$ cat src/rtl/matmul_operand_fetch.sv
// rtl/matmul_operand_fetch.sv - operand fetch sequencer for the C = Y*X multiply-accumulate stage
//
// Polls the start flag in the shared working RAM, reads the packed dimension
// word, then walks Y (M x K) and X (K x N) and emits one operand pair per
// handshake in row-major-of-C, inner-k order. The start flag is cleared
// after the final pair.
//
// Optional build macro: MATMUL_FETCH_BOUND_CHECK_EN adds a CHECK state after
// HDR that rejects matrix shapes whose X region overlaps Y or whose Y region
// runs past the top of memory.
//
// Ports:
//   clk_i, rst_ni        clock (rising edge), asynchronous active-low reset
//   en_i                 enables polling of the start flag
//   ram_addr_o/read_o/we_o/din_o, ram_dout_i
//                        single-port RAM master; dout is combinational
//   op_valid_o/op_ready_i, op_a_o (Y[i][k]), op_b_o (X[k][j])
//   op_first_k_o/op_last_k_o/op_last_o
//                        pair position flags for the accumulator
//   busy_o, done_o (pulse on flag clear), err_o (sticky)
module matmul_operand_fetch #(
  parameter int unsigned ADDR_WIDTH = 16,
  parameter int unsigned START_ADDR = 0,
  parameter int unsigned DIM_ADDR   = 1,
  parameter int unsigned X_BASE     = 2,
  parameter int unsigned Y_BASE     = 10002
) (
  input  logic                  clk_i,
  input  logic                  rst_ni,
  input  logic                  en_i,
  output logic [ADDR_WIDTH-1:0] ram_addr_o,
  output logic                  ram_read_o,
  output logic                  ram_we_o,
  output logic [31:0]           ram_din_o,
  input  logic [31:0]           ram_dout_i,
  output logic                  op_valid_o,
  input  logic                  op_ready_i,
  output logic [31:0]           op_a_o,
  output logic [31:0]           op_b_o,
  output logic                  op_first_k_o,
  output logic                  op_last_k_o,
  output logic                  op_last_o,
  output logic                  busy_o,
  output logic                  done_o,
  output logic                  err_o
);

  localparam logic [ADDR_WIDTH-1:0] START_A = ADDR_WIDTH'(START_ADDR);
  localparam logic [ADDR_WIDTH-1:0] DIM_A   = ADDR_WIDTH'(DIM_ADDR);
  localparam logic [ADDR_WIDTH-1:0] X_A     = ADDR_WIDTH'(X_BASE);
  localparam logic [ADDR_WIDTH-1:0] Y_A     = ADDR_WIDTH'(Y_BASE);
  localparam logic [ADDR_WIDTH-1:0] ONE_A   = ADDR_WIDTH'(1);

  typedef enum logic [3:0] {
    S_IDLE,
    S_HDR,
`ifdef MATMUL_FETCH_BOUND_CHECK_EN
    S_CHECK,
`endif
    S_FETCH_Y,
    S_FETCH_X,
    S_OUT,
    S_CLEAR,
    S_DONE,
    S_ERR
  } state_t;

  state_t                  state_q;
  logic [ADDR_WIDTH-1:0]   ram_addr_q;
  logic                    ram_read_q, ram_we_q;
  logic                    op_valid_q, op_first_k_q, op_last_k_q, op_last_q;
  logic [31:0]             op_a_q, op_b_q;
  logic                    busy_q, done_q, err_q;
  logic [7:0]              m_q, k_q, n_q;
  logic [7:0]              i_q, j_q, kk_q;
  logic [ADDR_WIDTH-1:0]   y_row_q, y_addr_q, x_addr_q;

  logic [7:0]              i_d, j_d, kk_d;
  logic [ADDR_WIDTH-1:0]   y_row_d, y_addr_d, x_addr_d;
  logic                    k_wrap, j_wrap, i_wrap, hdr_bad;

  assign k_wrap = (kk_q == k_q - 8'd1);
  assign j_wrap = (j_q == n_q - 8'd1);
  assign i_wrap = (i_q == m_q - 8'd1);

  assign hdr_bad = (ram_dout_i[23:16] != ram_dout_i[15:8]) || (ram_dout_i[31:24] == 8'd0) ||
                   (ram_dout_i[23:16] == 8'd0) || (ram_dout_i[7:0] == 8'd0);

  // Next counter/address values, built from adds only: the address path
  // steps along a Y row / X column and rewinds at the k and j wraps.
  always_comb begin
    i_d      = i_q;
    j_d      = j_q;
    kk_d     = kk_q + 8'd1;
    y_row_d  = y_row_q;
    y_addr_d = y_addr_q + ONE_A;
    x_addr_d = x_addr_q + ADDR_WIDTH'(n_q);
    if (k_wrap) begin
      kk_d = 8'd0;
      if (!j_wrap) begin
        j_d      = j_q + 8'd1;
        y_addr_d = y_row_q;
        x_addr_d = X_A + ADDR_WIDTH'(j_q) + ONE_A;
      end else begin
        j_d      = 8'd0;
        i_d      = i_q + 8'd1;
        y_row_d  = y_row_q + ADDR_WIDTH'(k_q);
        y_addr_d = y_row_q + ADDR_WIDTH'(k_q);
        x_addr_d = X_A;
      end
    end
  end

`ifdef MATMUL_FETCH_BOUND_CHECK_EN
  logic [15:0] kn_prod, mk_prod;
  logic        bound_bad;
  always_comb begin
    kn_prod   = 16'(k_q) * 16'(n_q);
    mk_prod   = 16'(m_q) * 16'(k_q);
    bound_bad = (64'(X_BASE) + 64'(kn_prod) > 64'(Y_BASE)) ||
                (64'(Y_BASE) + 64'(mk_prod) > (64'd1 << ADDR_WIDTH));
  end
`endif

  always_ff @(posedge clk_i or negedge rst_ni) begin
    if (!rst_ni) begin
      state_q      <= S_IDLE;
      ram_addr_q   <= '0;
      ram_read_q   <= 1'b0;
      ram_we_q     <= 1'b0;
      op_valid_q   <= 1'b0;
      op_first_k_q <= 1'b0;
      op_last_k_q  <= 1'b0;
      op_last_q    <= 1'b0;
      op_a_q       <= '0;
      op_b_q       <= '0;
      busy_q       <= 1'b0;
      done_q       <= 1'b0;
      err_q        <= 1'b0;
      m_q          <= '0;
      k_q          <= '0;
      n_q          <= '0;
      i_q          <= '0;
      j_q          <= '0;
      kk_q         <= '0;
      y_row_q      <= '0;
      y_addr_q     <= '0;
      x_addr_q     <= '0;
    end else begin
      done_q <= 1'b0;
      case (state_q)
        S_IDLE: begin
          // Outputs are registered, so the flag is only trusted on a cycle
          // where the read of START_ADDR is actually being presented.
          ram_read_q <= en_i;
          ram_addr_q <= START_A;
          if (ram_read_q && ram_dout_i[0]) begin
            state_q    <= S_HDR;
            ram_read_q <= 1'b1;
            ram_addr_q <= DIM_A;
            busy_q     <= 1'b1;
          end
        end
        S_HDR: begin
          m_q      <= ram_dout_i[31:24];
          k_q      <= ram_dout_i[23:16];
          n_q      <= ram_dout_i[7:0];
          i_q      <= '0;
          j_q      <= '0;
          kk_q     <= '0;
          y_row_q  <= Y_A;
          y_addr_q <= Y_A;
          x_addr_q <= X_A;
          if (hdr_bad) begin
            state_q    <= S_ERR;
            ram_read_q <= 1'b0;
            busy_q     <= 1'b0;
            err_q      <= 1'b1;
          end else begin
`ifdef MATMUL_FETCH_BOUND_CHECK_EN
            state_q    <= S_CHECK;
            ram_read_q <= 1'b0;
`else
            state_q    <= S_FETCH_Y;
            ram_addr_q <= Y_A;
`endif
          end
        end
`ifdef MATMUL_FETCH_BOUND_CHECK_EN
        S_CHECK: begin
          if (bound_bad) begin
            state_q <= S_ERR;
            busy_q  <= 1'b0;
            err_q   <= 1'b1;
          end else begin
            state_q    <= S_FETCH_Y;
            ram_read_q <= 1'b1;
            ram_addr_q <= y_addr_q;
          end
        end
`endif
        S_FETCH_Y: begin
          op_a_q     <= ram_dout_i;
          ram_addr_q <= x_addr_q;
          state_q    <= S_FETCH_X;
        end
        S_FETCH_X: begin
          op_b_q       <= ram_dout_i;
          ram_read_q   <= 1'b0;
          op_valid_q   <= 1'b1;
          op_first_k_q <= (kk_q == 8'd0);
          op_last_k_q  <= k_wrap;
          op_last_q    <= k_wrap && j_wrap && i_wrap;
          state_q      <= S_OUT;
        end
        S_OUT: begin
          if (op_ready_i) begin
            op_valid_q   <= 1'b0;
            op_first_k_q <= 1'b0;
            op_last_k_q  <= 1'b0;
            op_last_q    <= 1'b0;
            i_q          <= i_d;
            j_q          <= j_d;
            kk_q         <= kk_d;
            y_row_q      <= y_row_d;
            y_addr_q     <= y_addr_d;
            x_addr_q     <= x_addr_d;
            if (op_last_q) begin
              state_q    <= S_CLEAR;
              ram_we_q   <= 1'b1;
              ram_addr_q <= START_A;
            end else begin
              state_q    <= S_FETCH_Y;
              ram_read_q <= 1'b1;
              ram_addr_q <= y_addr_d;
            end
          end
        end
        S_CLEAR: begin
          ram_we_q <= 1'b0;
          done_q   <= 1'b1;
          busy_q   <= 1'b0;
          state_q  <= S_DONE;
        end
        S_DONE: begin
          // Wait for the host to drop en so a held en cannot re-trigger.
          if (!en_i) state_q <= S_IDLE;
        end
        S_ERR: begin
          state_q <= S_ERR;
        end
        default: state_q <= S_IDLE;
      endcase
    end
  end

  assign ram_addr_o   = ram_addr_q;
  assign ram_read_o   = ram_read_q;
  assign ram_we_o     = ram_we_q;
  assign ram_din_o    = '0;
  assign op_valid_o   = op_valid_q;
  assign op_a_o       = op_a_q;
  assign op_b_o       = op_b_q;
  assign op_first_k_o = op_first_k_q;
  assign op_last_k_o  = op_last_k_q;
  assign op_last_o    = op_last_q;
  assign busy_o       = busy_q;
  assign done_o       = done_q;
  assign err_o        = err_q;

endmodule
$ cat config.mk
export PLATFORM = sky130hd
export DESIGN_NAME = matmul_operand_fetch
export DESIGN_NICKNAME = d
export VERILOG_FILES = /design/src/rtl/matmul_operand_fetch.sv
export SDC_FILE = /design/constraint.sdc
export NUM_CORES = 1
export LEC_CHECK = 0
export CORE_MARGIN = 2
export CORE_UTILIZATION = 55
export DETAILED_ROUTE_END_ITERATION = 12
export HOLD_SLACK_MARGIN = 0.02
export PLACE_DENSITY = 0.83
export SLEW_MARGIN = 20
export SYNTH_ARGS = -nofsm -noshare
export SYNTH_HDL_FRONTEND = slang
export SYNTH_SLANG_ARGS = --single-unit
$ cat constraint.sdc
create_clock -name clk_i -period 3 [get_ports clk_i]
set_input_delay 0.75 -clock clk_i [delete_from_list [all_inputs] [get_ports clk_i]]
set_output_delay 0.75 -clock clk_i [all_outputs]
set_load 0.02 [all_outputs]
==> results.json, run 1 <==
{
  "max_stage_delay_ps": 440,
  "critPathRequiredTime_ps": 3290,
  "ioPinCount": 157,
  "synth_top_family_by_area": "simple AND/OR/NAND/NOR gates",
  "grt-ovfl-total": 0,
  "hp-class": "primary input to async pin",
  "placed_cell_area_um2": 12200,
  "grt_max_degree": 63,
  "cp_slowest_cell": "dfrtp_2",
  "synth_cells": 1060,
  "start_kind": "flop",
  "drive_gt1_share_pct": 15.1,
  "ys_warn_count": 0,
  "ys_types": 70,
  "crit_buf_inv": 4,
  "report.final.slew_viol_count": 0,
  "grt_pass1_vias": 9015,
  "path_common_cell": "buf_4",
  "finalHoldViolations": 0,
  "h-tree-depth": 4,
  "power_mw": 12.9,
  "place.gp.congestion": 0.962,
  "drv_cap": 0,
  "avgSynthCellArea_um2": 9.80,
  "gr-usage-all-layers_pct": 29.0,
  "synthXorXnorAreaFrac_pct": 7.67,
  "finalHoldWorstSlack_ps": 284,
  "dieArea_um2": 20000,
  "synth_compound_area_share_pct": 15.1,
  "hpwl_mm": 20.6,
  "min_period_over_period_pct": 95.1,
  "drc_errors": 0,
  "port_buffers": 124,
  "rows": 50,
  "crit_type": "flop to flop",
  "cts_max_path_buffers": 2,
  "fin_ws_ps": 148,
  "cts_hold_buf": 0,
  "ys_ff_latch": 188,
  "ys.flop_type": "dfrtp_1",
  "start_util_pct": 55.7,
  "finalClockSkew_ps": 7.84,
  "cp-end-kind": "flop",
  "pre_cts_ws_ps": -502,
  "netlist_area_um2": 10400,
  "status": "finished clean",
  "dr.pass1.iters": 6,
  "routed_wl_mm": 28.7,
  "final_util_pct": 68.7,
  "synthArstFlopShare_pct": 100,
  "cp.arrival_ps": 3140,
  "cts_setup_buffers": 0,
  "cts_resized": 2,
  "synthMuxAreaShare_pct": 7.24,
  "clock_tree.root_cell": "clkbuf_16",
  "mostFrequentLayoutCells": "187 x dfrtp_1, 130 x nand2_1, 123 x clkdlybuf4s50_1",
  "yosys.area_share.simple_pct": 16.1,
  "slew_headroom_pct": 54.8,
  "path_max_fanout": 28,
  "cts_num_sinks": 188,
  "setup_viol": 0,
  "syn2layout_area_growth_pct": 23.4,
  "die-width_um": 141,
  "cts_tree": "yes",
  "period_needed_ps": 2850,
  "power.density_nw_per_um2": 1000,
  "synth_edf_count": 0,
  "worst_pin_slew_ps": 678,
  "ant_nets": 0,
  "crit_chain": "inv_1, ha_1, xnor2_1, nor3_1, o2111ai_1, buf_4, nor2_2, buf_12, nand2_2, nor2_1, buf_4, a22oi_1",
  "routed_via_density": 6.15,
  "p_leak_nw": 5.54,
  "cts_made_buffers": 17,
  "clk_transition_reported_paths_ps": 70,
  "ys_seq_area_share_pct": 45.3,
  "core_um2": 18600,
  "fin_nets": 1289,
  "drtIter0Drc": 800,
  "die_h_um": 141,
  "diodes": 0,
  "wl_per_cell_um": 19.5,
  "synth_adder_area_share_pct": 3.40,
  "cp_top_family": "simple AND/OR/NAND/NOR gates",
  "vias": 9064,
  "max_freq_mhz": 351,
  "final_common_cell": "dfrtp_1",
  "clk_latency_ps": 440,
  "grt_pass1_wl_mm": 46.2,
  "grt_antenna_before_repair": 0,
  "design_area_um2": 12800,
  "ir_drop_uv": 660
}
==> metrics by stage <==
step	setup TNS, ps	std cells
floorplan	0	1091
CTS	0	1473
global route	-261	1473
detailed placement	-5220	1441
global placement	-3070	1441
finish	0	1473
==> final timing paths <==
kind / start / end / slack (ps) / depth (start not counted)
worst min-delay path: rst_ni / x_addr_q[9] / 280 / 1
worst min register to register: op_valid_o / op_valid_o / 490 / 2
worst max register to register: k_q[0] / y_row_q[9] / 150 / 12
min in group clk_i: op_valid_o / op_valid_o / 490 / 2
worst max-delay path: k_q[0] / y_row_q[9] / 150 / 12
max in group asynchronous: rst_ni / n_q[3] / 1960 / 2
==> power breakdown <==
group          internal (mW)  switching (mW)
sequential              3.39           0.727
combinational           2.96            3.48
clock                   1.20            1.10
==> cells in the mapped netlist (all sizes together), types with 17 or more instances <==
cell type  number  area, µm²
ha             25        313
nor2           60        228
buf            51        333
nand2b         17        106
nand2         131        492
xor2           36        315
nor3           17       85.1
nand3          27        135
o21ai          75        379
xnor2          55        482
mux2           65        732
a21oi          44        224
dfrtp         188       4700
inv            28        105
clkbuf         27        101
==> cells by family (layout without fill, tap and decap cells) <==
kind of cell             after synthesis  after routing
other                                  1             32
XOR/XNOR                              91             91
multiplexers                          67             67
flip-flops                           188            188
AND/OR/NAND/NOR                      345            345
AO/OA/AOI/OAI                        235            235
buffers and inverters                106            254
adder cells (fa/ha/maj)               27             27
==> state kept, by name, indices dropped and copies added, names as in the netlist, 16 cells and up <==
signal	cells
op_a_o	32
op_b_o	32
ram_addr_o	16
x_addr_q	16
y_addr_q	16
y_row_q	16
==> layer usage <==
metal  vias to the layer above  track usage (%)  part of all wire, %
met2                       491             48.2                   49
li1                       4054                -                    -
met3                        74             6.38                  8.1
met5                         -                0                    0
met4                         0             11.0                  2.8
met1                      4445             37.5                   40
==> final cells by class <==
cell class	instances	area [µm²]
Fill cell	1333	5830
Multi-Input combinational cell	797	5290
Sequential cell	188	4710
Timing Repair Buffer	194	1820
Clock buffer	18	429
Tap cell	234	293
Clock inverter	14	170
Inverter	28	105
(Power assumes the default switching activity.)
==> run 2: changes to the inputs <==
--- a/config.mk
+++ b/config.mk
@@ -5,6 +5,7 @@
 export SDC_FILE = /design/constraint.sdc
 export NUM_CORES = 1
 export LEC_CHECK = 0
+export CORE_ASPECT_RATIO = 1.2
 export CORE_MARGIN = 2
 export CORE_UTILIZATION = 55
 export DETAILED_ROUTE_END_ITERATION = 12
==> run 2 against run 1 <==
  * Clock-buffer cell count down 1
  * Die area about the same
  * Wire length down 0.83%
  * Power down 0.29%
  * Critical path type unchanged
  * Largest cell class unchanged
  * Largest power group unchanged
  * Highest routed layer unchanged
==> results.json, run 2 (synthesized netlist as in run 1, its figures left out) <==
{
  "setup_viol": 0,
  "grt_pass1_wl_mm": 46.2,
  "p_leak_nw": 5.44,
  "cts_hold_buf": 0,
  "grt_pass1_vias": 8834,
  "final-seq-area_um2": 4700,
  "rows": 55,
  "grt-ovfl-total": 0,
  "cts_made_buffers": 17,
  "gr-usage-all-layers_pct": 29.5,
  "status": "finished clean",
  "grt_antenna_before_repair": 0,
  "fin_nets": 1272,
  "clkPwrFrac_pct": 18.0,
  "finalHoldWorstSlack_ps": 266,
  "vias": 8859,
  "hpwl_mm": 20.8,
  "drv_cap": 0,
  "crit_chain": "inv_1, ha_1, xnor2_1, nor3_1, o2111ai_1, or2_1, buf_4, a2111oi_2, xnor2_1, nor2_1",
  "drive_gt1_share_pct": 13.7,
  "start_util_pct": 55.5,
  "dr.pass1.iters": 5,
  "clk_transition_reported_paths_ps": 70,
  "p_comb_share_pct": 49.9,
  "max_stage_delay_ps": 460,
  "crit_type": "flop to flop",
  "port_buffers": 124,
  "worstReg2RegEnd": "j_q[5]",
  "grt_max_degree": 56,
  "cts_max_path_buffers": 2,
  "worstReg2RegStart": "k_q[0]",
  "cts_num_sinks": 188,
  "h-tree-depth": 4,
  "internal_power_mw": 7.54,
  "critPathRequiredTime_ps": 3310,
  "rr_worst_depth": 10,
  "ant_nets": 0,
  "die_h_um": 155,
  "ioPinCount": 157,
  "report.final.slew_viol_count": 0,
  "drc_errors": 0,
  "cp_slowest_cell": "dfrtp_1",
  "cp.arrival_ps": 3140,
  "setup_tns_ps": 0,
  "path_common_cell": "xnor2_1",
  "highest-signal-layer": "met4",
  "min_period_over_period_pct": 94.5,
  "dr_wl_met2_mm": 13.4,
  "netSwitchingFraction_pct": 41.2,
  "hp-class": "primary input to async pin",
  "routed_wl_mm": 28.4,
  "placed_cell_area_um2": 12100,
  "syn2layout_area_growth_pct": 22.5,
  "cp-end-kind": "flop",
  "place.gp.congestion": 0.951,
  "drtIter0Drc": 672,
  "cts_tree": "yes",
  "start_kind": "flop",
  "wl_met1_mm": 11.2,
  "max_freq_mhz": 353,
  "finalClockSkew_ps": 9.29,
  "design_area_um2": 12700,
  "fillers": 1447,
  "wl_per_cell_um": 19.2,
  "diodes": 0,
  "power_frac_seq_pct": 32.2,
  "r2r_slack_ps": 170,
  "ir_drop_uv": 646,
  "final_common_cell": "dfrtp_1",
  "path_max_fanout": 10,
  "rsz0062_at_grt": "true",
  "worst_pin_slew_ps": 571,
  "mostFrequentLayoutCells": "188 x dfrtp_1, 131 x nand2_1, 123 x clkdlybuf4s50_1",
  "power_switching_mw": 5.28,
  "power.density_nw_per_um2": 1010,
  "finalHoldViolations": 0,
  "slew_headroom_pct": 61.7,
  "die-width_um": 129,
  "clock_tree.root_cell": "clkbuf_16",
  "dieArea_um2": 20000,
  "core_um2": 18700,
  "period_needed_ps": 2830,
  "dr_wl_met3_mm": 2.39,
  "multi_input_area_um2": 5290,
  "clk_latency_ps": 450,
  "routed_via_density": 5.99
}
## run 2: cell types whose count changed in the layout (fill, tap and decap cells not counted), moves of 2 or more
cell and change:
buf_4 -18, clkinv_4 +2, inv_6 +2, inv_8 -2
## run 2: critical path, delay by kind of cell (launching register included)
kind                       cells  cell delay (ps)
DFF                            1              460
adders and majority gates      1              310
and+or+nand+nor                3              670
buffers and inverters          2              340
xor gates and xnor gates       2              280
AOI/OAI and AO/OA              2              640
## run 2: repair_timing
action,4_1_cts,5_1_grt
buffers inserted,0,0
setup endpoints to repair,0,26
resized for setup,0,5
## run 2: final cells by class
type / count / share of cell area, %
timing repair buffer: 177 / 13.4
clock inverter: 15 / 1.33
multi-input combinational: 797 / 41.6
clock buffer: 17 / 3.35
tap: 256 / 2.52
sequential: 188 / 37.0
inverter: 28 / 0.826
## run 2: stage by stage
step	total power [mW]	std cells	worst slack, ps	utilization [%]
floorplan	7.90	1091	440	-
global placement	10.3	1446	133	64.7
detailed placement	10.4	1446	89.3	64.7
CTS	12.8	1478	70.5	67.8
global route	13.5	1478	-75.4	67.9
finish	12.8	1478	165	67.9
## run 2: worst max-delay path by stage
stage	slack [ps]	cells after the start	from	end
2_1_floorplan	440	10	n_q[0]	ram_addr_o[6]
3_3_place_gp	130	9	ram_dout_i[19]	ram_addr_o[3]
3_5_place_dp	90	8	k_q[1]	y_row_q[1]
4_1_cts	70	8	k_q[1]	y_row_q[1]
5_1_grt	-80	10	k_q[1]	j_q[5]
6_report	170	10	k_q[0]	j_q[5]
## run 2: power by group through the flow
stage | clock [mW] | combinational, mW | sequential [mW]
after floorplan | 0 | 3.25 | 4.65
after global placement | 0 | 6.18 | 4.10
after detailed placement | 0 | 6.30 | 4.15
after CTS | 2.34 | 6.36 | 4.11
after global routing | 2.44 | 6.87 | 4.24
final | 2.30 | 6.39 | 4.13
## run 2: layer usage
layer  vias to the layer above  GRT usage [%]
met1                      4288           37.3
met4                         0           15.0
met2                       447           46.5
li1                       4013              -
met5                         -              0
met3                       111           8.13
